### src/rtl/alu_pkg.sv
// rtl/alu_pkg.sv - shared ALU op codes, width and legality helper
package alu_pkg;

  localparam int WIDTH = 32;

  localparam logic [2:0] ALU_AND = 3'b000;
  localparam logic [2:0] ALU_OR  = 3'b001;
  localparam logic [2:0] ALU_ADD = 3'b010;
  localparam logic [2:0] ALU_SUB = 3'b110;
  localparam logic [2:0] ALU_SLT = 3'b111;
  localparam logic [2:0] ALU_SLL = 3'b100;

  function automatic logic is_legal_op(input logic [2:0] op);
    case (op)
      ALU_AND, ALU_OR, ALU_ADD, ALU_SUB, ALU_SLT, ALU_SLL: is_legal_op = 1'b1;
      default:                                             is_legal_op = 1'b0;
    endcase
  endfunction

endpackage

### src/rtl/alu.sv
// rtl/alu.sv - combinational 32-bit ALU with zero and illegal-op flags
module alu
  import alu_pkg::*;
(
  input  logic [2:0]       op,
  input  logic [WIDTH-1:0] a,
  input  logic [WIDTH-1:0] b,
  output logic [WIDTH-1:0] result,
  output logic             zero,
  output logic             err
);

  always_comb begin
    result = '0;
    case (op)
      ALU_AND: result = a & b;
      ALU_OR:  result = a | b;
      ALU_ADD: result = a + b;
      ALU_SUB: result = a - b;
      ALU_SLT: result = {{(WIDTH-1){1'b0}}, (a < b)};
      ALU_SLL: result = a << b[4:0];
      default: result = '0;
    endcase
  end

  assign zero = (result == '0);
  assign err  = !is_legal_op(op);

endmodule

### src/rtl/alu_rsp_slot.sv
// rtl/alu_rsp_slot.sv - per-requester registered response holding slot
module alu_rsp_slot
  import alu_pkg::*;
(
  input  logic             clk,
  input  logic             reset,
  input  logic             load,
  input  logic [WIDTH-1:0] ld_result,
  input  logic             ld_zero,
  input  logic             ld_err,
  input  logic             rsp_ready,
  output logic             rsp_valid,
  output logic [WIDTH-1:0] rsp_result,
  output logic             rsp_zero,
  output logic             rsp_err
);

  // A load wins over a drain so back-to-back results keep valid high.
  always_ff @(posedge clk or posedge reset) begin
    if (reset) begin
      rsp_valid  <= 1'b0;
      rsp_result <= '0;
      rsp_zero   <= 1'b0;
      rsp_err    <= 1'b0;
    end else if (load) begin
      rsp_valid  <= 1'b1;
      rsp_result <= ld_result;
      rsp_zero   <= ld_zero;
      rsp_err    <= ld_err;
    end else if (rsp_ready) begin
      rsp_valid  <= 1'b0;
    end
  end

endmodule

### src/rtl/alu_arbiter.sv
// rtl/alu_arbiter.sv - round-robin sharing of one ALU between two requesters
module alu_arbiter #(
  parameter int WIDTH   = 32,
  parameter int RR_INIT = 0
) (
  input  logic             clk,
  input  logic             reset,
  input  logic             m0_req_valid,
  output logic             m0_req_ready,
  input  logic [2:0]       m0_op,
  input  logic [WIDTH-1:0] m0_a,
  input  logic [WIDTH-1:0] m0_b,
  output logic             m0_rsp_valid,
  input  logic             m0_rsp_ready,
  output logic [WIDTH-1:0] m0_rsp_result,
  output logic             m0_rsp_zero,
  output logic             m0_rsp_err,
  input  logic             m1_req_valid,
  output logic             m1_req_ready,
  input  logic [2:0]       m1_op,
  input  logic [WIDTH-1:0] m1_a,
  input  logic [WIDTH-1:0] m1_b,
  output logic             m1_rsp_valid,
  input  logic             m1_rsp_ready,
  output logic [WIDTH-1:0] m1_rsp_result,
  output logic             m1_rsp_zero,
  output logic             m1_rsp_err
);

  logic             prio;
  logic             free0, free1, elig0, elig1, grant0, grant1;
  logic [2:0]       alu_op;
  logic [WIDTH-1:0] alu_a, alu_b, alu_result;
  logic             alu_zero, alu_err;

  // A slot whose response drains this cycle can accept a new result.
  assign free0 = !m0_rsp_valid || m0_rsp_ready;
  assign free1 = !m1_rsp_valid || m1_rsp_ready;
  assign elig0 = m0_req_valid && free0;
  assign elig1 = m1_req_valid && free1;

  assign grant0 = elig0 && (!elig1 || (prio == 1'b0));
  assign grant1 = elig1 && (!elig0 || (prio == 1'b1));

  assign m0_req_ready = grant0;
  assign m1_req_ready = grant1;

  always_ff @(posedge clk or posedge reset) begin
    if (reset)       prio <= 1'(RR_INIT);
    else if (grant0) prio <= 1'b1;
    else if (grant1) prio <= 1'b0;
  end

  always_comb begin
    alu_op = 3'b000;
    alu_a  = '0;
    alu_b  = '0;
    if (grant0) begin
      alu_op = m0_op;
      alu_a  = m0_a;
      alu_b  = m0_b;
    end else if (grant1) begin
      alu_op = m1_op;
      alu_a  = m1_a;
      alu_b  = m1_b;
    end
  end

  alu u_alu (
    .op     (alu_op),
    .a      (alu_a),
    .b      (alu_b),
    .result (alu_result),
    .zero   (alu_zero),
    .err    (alu_err)
  );

  alu_rsp_slot u_slot0 (
    .clk        (clk),
    .reset      (reset),
    .load       (grant0),
    .ld_result  (alu_result),
    .ld_zero    (alu_zero),
    .ld_err     (alu_err),
    .rsp_ready  (m0_rsp_ready),
    .rsp_valid  (m0_rsp_valid),
    .rsp_result (m0_rsp_result),
    .rsp_zero   (m0_rsp_zero),
    .rsp_err    (m0_rsp_err)
  );

  alu_rsp_slot u_slot1 (
    .clk        (clk),
    .reset      (reset),
    .load       (grant1),
    .ld_result  (alu_result),
    .ld_zero    (alu_zero),
    .ld_err     (alu_err),
    .rsp_ready  (m1_rsp_ready),
    .rsp_valid  (m1_rsp_valid),
    .rsp_result (m1_rsp_result),
    .rsp_zero   (m1_rsp_zero),
    .rsp_err    (m1_rsp_err)
  );

endmodule
### config.mk
export PLATFORM = sky130hd
export DESIGN_NAME = alu_arbiter
export DESIGN_NICKNAME = d
export VERILOG_FILES = /design/src/rtl/alu_pkg.sv /design/src/rtl/alu.sv /design/src/rtl/alu_rsp_slot.sv /design/src/rtl/alu_arbiter.sv
export SDC_FILE = /design/constraint.sdc
export NUM_CORES = 1
export LEC_CHECK = 0
export BUFFER_PORTS_ARGS = -buffer_cell sky130_fd_sc_hd__buf_2
export CAP_MARGIN = 20
export CELL_PAD_IN_SITES_DETAIL_PLACEMENT = 1
export CELL_PAD_IN_SITES_GLOBAL_PLACEMENT = 1
export CORE_ASPECT_RATIO = 2
export CORE_UTILIZATION = 45
export DETAILED_ROUTE_END_ITERATION = 7
export GPL_TIMING_DRIVEN = 0
export PLACE_DENSITY_LB_ADDON = 0.12
export SETUP_SLACK_MARGIN = 0.3
export SYNTH_ARGS = -nofsm -noshare
export SYNTH_HDL_FRONTEND = slang
export SYNTH_SLANG_ARGS = --single-unit
### constraint.sdc
create_clock -name clk -period 8.95 [get_ports clk]
set_input_delay 1.79 -clock clk [delete_from_list [all_inputs] [get_ports clk]]
set_output_delay 1.79 -clock clk [all_outputs]
set_load 0.1 [all_outputs]
==> flow_summary.json, run 1 <==
{
  "clockBufferDepth": 2,
  "ys_ff_latch": 71,
  "hpwlAfterDp_mm": 52.81,
  "place_inst": 1949,
  "synth_area_per_cell_um2": 7.445,
  "port_buffers": 211,
  "mappedNetlistNets": 1693,
  "cts_setup_buffers": 0,
  "numCtsBuffers": 9,
  "gp_congestion": 1.171,
  "grt_overflow": 14,
  "yosysWarnings": 0,
  "cts-root-buf": "clkbuf_16",
  "hold_buffers": 0,
  "synth_edf_count": 0,
  "grt_usage_pct": 56.74,
  "start_util_pct": 46.15,
  "firstError": "[ERROR GRT-0116] Global routing finished with congestion. Check the congestion regions in the DRC Viewer.",
  "outcome": "stopped before the end",
  "post_synth_instance_area_um2": 10810,
  "io_pins": 212,
  "ctsHtreeMaxLevel": 3,
  "cts_sinks": 71,
  "grt_pass1_wl_mm": 103.4,
  "synth_flop_cell": "dfrtp_1",
  "die_w_um": 111.6,
  "synthCells": 1452,
  "grt_pass1_vias": 15740,
  "yosysUniqueCellTypes": 88,
  "yosysSeqAreaShare_pct": 16.44,
  "grt_max_degree": 72,
  "lastStage": "5_1_grt",
  "async_reset_ff_share_pct": 100.0,
  "num_rows": 79,
  "die_h_um": 221.2
}
-- cell usage after synthesis, types with 7 or more instances --
library cell	number	area, um^2
o21bai_1	13	97.59
a21o_1	12	90.09
mux2i_1	78	780.8
nor3b_1	8	60.06
a211oi_1	22	165.2
a221oi_1	11	96.34
nor2_1	108	405.4
clkbuf_1	57	214.0
a22oi_2	9	112.6
o221ai_1	7	61.31
nor4_1	22	137.6
nand2b_1	7	43.79
a211o_1	7	61.31
nor3_1	26	130.1
a22o_1	49	429.2
buf_2	27	135.1
o21ai_0	120	600.6
nor2b_1	9	56.30
o211ai_1	19	142.6
inv_1	92	345.3
a221o_1	7	70.07
ha_1	99	1239
o31ai_1	15	112.6
o22ai_1	15	93.84
a22oi_1	21	157.7
a21oi_1	100	500.5
dfrtp_1	71	1777
mux2_2	13	146.4
xnor2_1	20	175.2
nand3_1	30	150.1
nand4_1	19	118.9
nand2_1	173	649.4
inv_2	11	41.29
a31oi_1	11	68.82
-- what timing repair did --
item / CTS
setup endpoints to repair: 3
gates resized for setup: 7
cloned: 0
-- logic make-up after synthesis --
group	count (synthesis)	share of synthesized area (%)
adders and majority gates	101	11.83
AOI/OAI and AO/OA	516	33.69
xor gates and xnor gates	23	1.863
DFF	71	16.44
buffers and inverters	204	7.870
and+or+nand+nor	445	19.53
muxes	92	8.785
-- through the flow --
step	TNS, ns	cell area, um^2	worst slack (ns)
3_5_place_dp	-1.711	12250	-0.8348
4_1_cts	0	12560	0.4823
2_1_floorplan	0	10810	1.446
3_3_place_gp	-1.440	12220	-0.7203
-- routing by layer --
metal | overflow | track usage [%]
met5 | 0 | 2.222
met2 | 9 | 88.15
met1 | 0 | 53.69
met4 | 5 | 64.12
met3 | 0 | 21.75
==> inputs of run 2 (changes only) <==
- CELL_PAD_IN_SITES_DETAIL_PLACEMENT: 1 -> unset
- CELL_PAD_IN_SITES_GLOBAL_PLACEMENT: 1 -> unset
- CORE_ASPECT_RATIO: 2 -> unset
- CORE_UTILIZATION: 45 -> 40
- PLACE_DENSITY_LB_ADDON: 0.12 -> 0.15
- SETUP_SLACK_MARGIN: 0.3 -> unset
==> run 2 against run 1 <==
The flow now finishes, with violations (design-rule violations). Synthesized cell count stayed put. Synthesized area stayed put.
==> flow_summary.json, run 2 <==
{
  "timing.hold.ws_ns": 0.4710,
  "min-delay-start": "u_slot1.rsp_result[14]",
  "cap_viol_max_count": 0,
  "mappedNetlistNets": 1693,
  "synth_edf_count": 0,
  "cts_resized": 0,
  "place_inst": 2001,
  "num_rows": 59,
  "hold_viol": 0,
  "fin_crit_sh_pct": 95.98,
  "ff2ff_setup_slack_ns": 1.59,
  "grt_max_degree": 72,
  "grt_overflow": 0,
  "ant_nets": 0,
  "cp_max_fo": 10,
  "hold_path_depth": 2,
  "violations": "design-rule violations",
  "end_kind": "register",
  "clock.fmax_ghz": 0.1164,
  "cts_tree": "yes",
  "drive_above_1_share_pct": 19.69,
  "fin_crit_ns": 8.590,
  "worstMarginPinSlew_ns": 1.281,
  "synth.area.top_cells": "dfrtp_1 16%, ha_1 11%, mux2i_1 7.2%",
  "hpwlAfterDp_mm": 45.25,
  "tns_ns": 0,
  "fin_cells": 2016,
  "ctsHtreeMaxLevel": 3,
  "seqPwrFrac_pct": 13.7,
  "rsz0062_at_grt": "false",
  "numCtsBuffers": 9,
  "outcome": "finished with violations",
  "dpl-instance-area_um2": 12310,
  "die_h_um": 166.4,
  "internal-power_w": 0.001312,
  "synth_flop_cell": "dfrtp_1",
  "yosysWarnings": 0,
  "power.leakage_nw": 5.864,
  "port_buffers": 211,
  "async_reset_ff_share_pct": 100.0,
  "slew_headroom_pct": 14.31,
  "hold_end": "u_slot1.rsp_result[14]",
  "vias": 13220,
  "yosysSeqAreaShare_pct": 16.44,
  "ys_ff_latch": 71,
  "fin_area_um2": 12610,
  "synth_top_cell_area_share_pct": 16.44,
  "p_sw_w": 0.002439,
  "synthCells": 1452,
  "gp_congestion": 1.070,
  "r2r_start": "u_slot1.rsp_valid",
  "synth_most_common_cell": "nand2_1",
  "synth_area_per_cell_um2": 7.445,
  "clkPwrFrac_pct": 9.4,
  "clockBufferDepth": 2,
  "cellPowerDensity_nw_per_um2": 297.6,
  "fin_nets": 1918,
  "grt_pass1_wl_mm": 79.47,
  "vias_per_cell": 6.556,
  "cts_sinks": 71,
  "final_cell_mix": "240 x buf_2, 173 x nand2_1, 120 x o21ai_0, 108 x nor2_1, 100 x a21oi_1",
  "p_comb_share_pct": 76.9,
  "syn_to_final_growth_pct": 16.61,
  "drt_iter0_drc": 1590,
  "die_w_um": 166.4,
  "cts-root-buf": "clkbuf_16",
  "peakVddDrop_uv": 117.2,
  "hold_path.class": "reg -> reg",
  "largest_registers": "u_slot0.rsp_result: 32 flops, u_slot1.rsp_result: 32 flops",
  "grt_usage_pct": 38.40,
  "grt_pass1_vias": 12050,
  "slew_violations": 0,
  "r2r_end": "u_slot0.rsp_zero",
  "setup_viol": 0,
  "final_common_cell": "buf_2",
  "hold_buffers": 0,
  "core_um2": 26280,
  "cp-start-kind": "primary input",
  "synth_area_leader_cell": "dfrtp_1",
  "route.detailed.drc": 18,
  "dieArea_um2": 27690,
  "total_power_w": 0.003751,
  "antenna_found_initial": 0,
  "required_ns": 9.22,
  "start_util_pct": 41.14,
  "arrival_ns": 8.86,
  "n_antenna_cell": 0,
  "synth_common_cells": "173 x nand2_1, 120 x o21ai_0, 108 x nor2_1",
  "post_synth_instance_area_um2": 10810,
  "r2r_cells": 22,
  "sw_frac_of_total_pct": 65.02,
  "clkLatencyLatePin_ns": 0.33,
  "yosysUniqueCellTypes": 88,
  "finalClockSkew_ns": 0.009207,
  "clkTransAtPathRegs_ns": 0.05,
  "cts_setup_buffers": 0,
  "io_pins": 212,
  "drt-pass1-iter-count": 8,
  "finalWirelength_mm": 55.17,
  "critPathKind": "in -> reg",
  "wl_per_cell_um": 27.37
}
-- run 2: cell counts after synthesis --
Identical to the previous run, type by type.
-- run 2: area by class of cell --
cell class / count / area, um^2
clock buffers: 10 / 239.0
clock inverters: 5 / 58.81
fillers: 2730 / 13670
well taps: 335 / 419.2
inverters: 104 / 394.1
flip-flops and latches: 71 / 1777
repair buffers: 214 / 1070
plain buffers: 100 / 459.2
multi-input cells: 1177 / 8189
-- run 2: worst max path at each step --
stage	from	to	slack [ns]	cells past startpoint
2_1_floorplan	m1_rsp_ready	u_slot0.rsp_zero	1.45	22
3_3_place_gp	m1_rsp_ready	u_slot0.rsp_zero	-0.37	22
3_5_place_dp	m1_rsp_ready	u_slot0.rsp_zero	0.22	23
4_1_cts	m1_rsp_ready	u_slot0.rsp_zero	0.50	23
5_1_grt	m1_rsp_ready	u_slot1.rsp_zero	0.09	23
6_report	m1_rsp_ready	u_slot0.rsp_zero	0.36	23
-- run 2: cell families (layout without fill, tap and decap cells) --
logic type / Yosys count / count (layout) / share of synthesized area, %
AOI/OAI and AO/OA: 516 / 516 / 33.69
and+or+nand+nor: 445 / 445 / 19.53
buffers and inverters: 204 / 433 / 7.870
xor gates and xnor gates: 23 / 23 / 1.863
adders and majority gates: 101 / 101 / 11.83
muxes: 92 / 92 / 8.785
DFF: 71 / 71 / 16.44
-- run 2: metrics by stage --
step / setup slack, ns / util [%]
6_report: 0.3602 / 47.97
5_1_grt: 0.08978 / 47.97
4_1_cts: 0.5027 / 47.97
3_5_place_dp: 0.2183 / 46.83
3_3_place_gp: -0.3657 / 46.75
2_1_floorplan: 1.446 / -
-- run 2: power by group through the flow --
| stage | clock network [W] | logic, W | registers [W] |
|---|---|---|---|
| floorplan | 0 | 0.00115 | 0.00141 |
| global placement | 0 | 0.00280 | 0.000514 |
| detailed placement | 0 | 0.00280 | 0.000517 |
| CTS | 0.000354 | 0.00281 | 0.000512 |
| global route | 0.000369 | 0.00299 | 0.000526 |
| finish | 0.000353 | 0.00289 | 0.000512 |
-- run 2: worst max-delay path, cell delays in order --
cell	delay [ns]
buf_2	0.09
nand2b_1	0.17
nand3_1	0.11
nand3_2	0.09
inv_2	0.08
buf_4	0.21
buf_2	0.36
clkbuf_1	0.40
clkbuf_1	0.85
a22o_1	0.34
ha_1	0.21
buf_1	0.50
o2111ai_1	0.38
a21oi_1	0.33
a21oi_1	0.19
or4_1	0.67
a21oi_1	0.38
o21ai_0	0.19
mux2i_1	0.16
a211oi_1	0.55
nand4_1	0.21
nor4_2	0.36
mux2_2	0.22
-- run 2: metal layers --
layer / up-vias / global-route usage (%) / wire [um]
met3: 121 / 5.124 / 5388
li1: 5840 / - / -
met2: 835 / 60.91 / 24460
met4: 0 / 13.41 / 1933
met5: - / 0 / 0
met1: 6421 / 53.18 / 23390
Note: power is estimated with default switching activity, not from simulation.
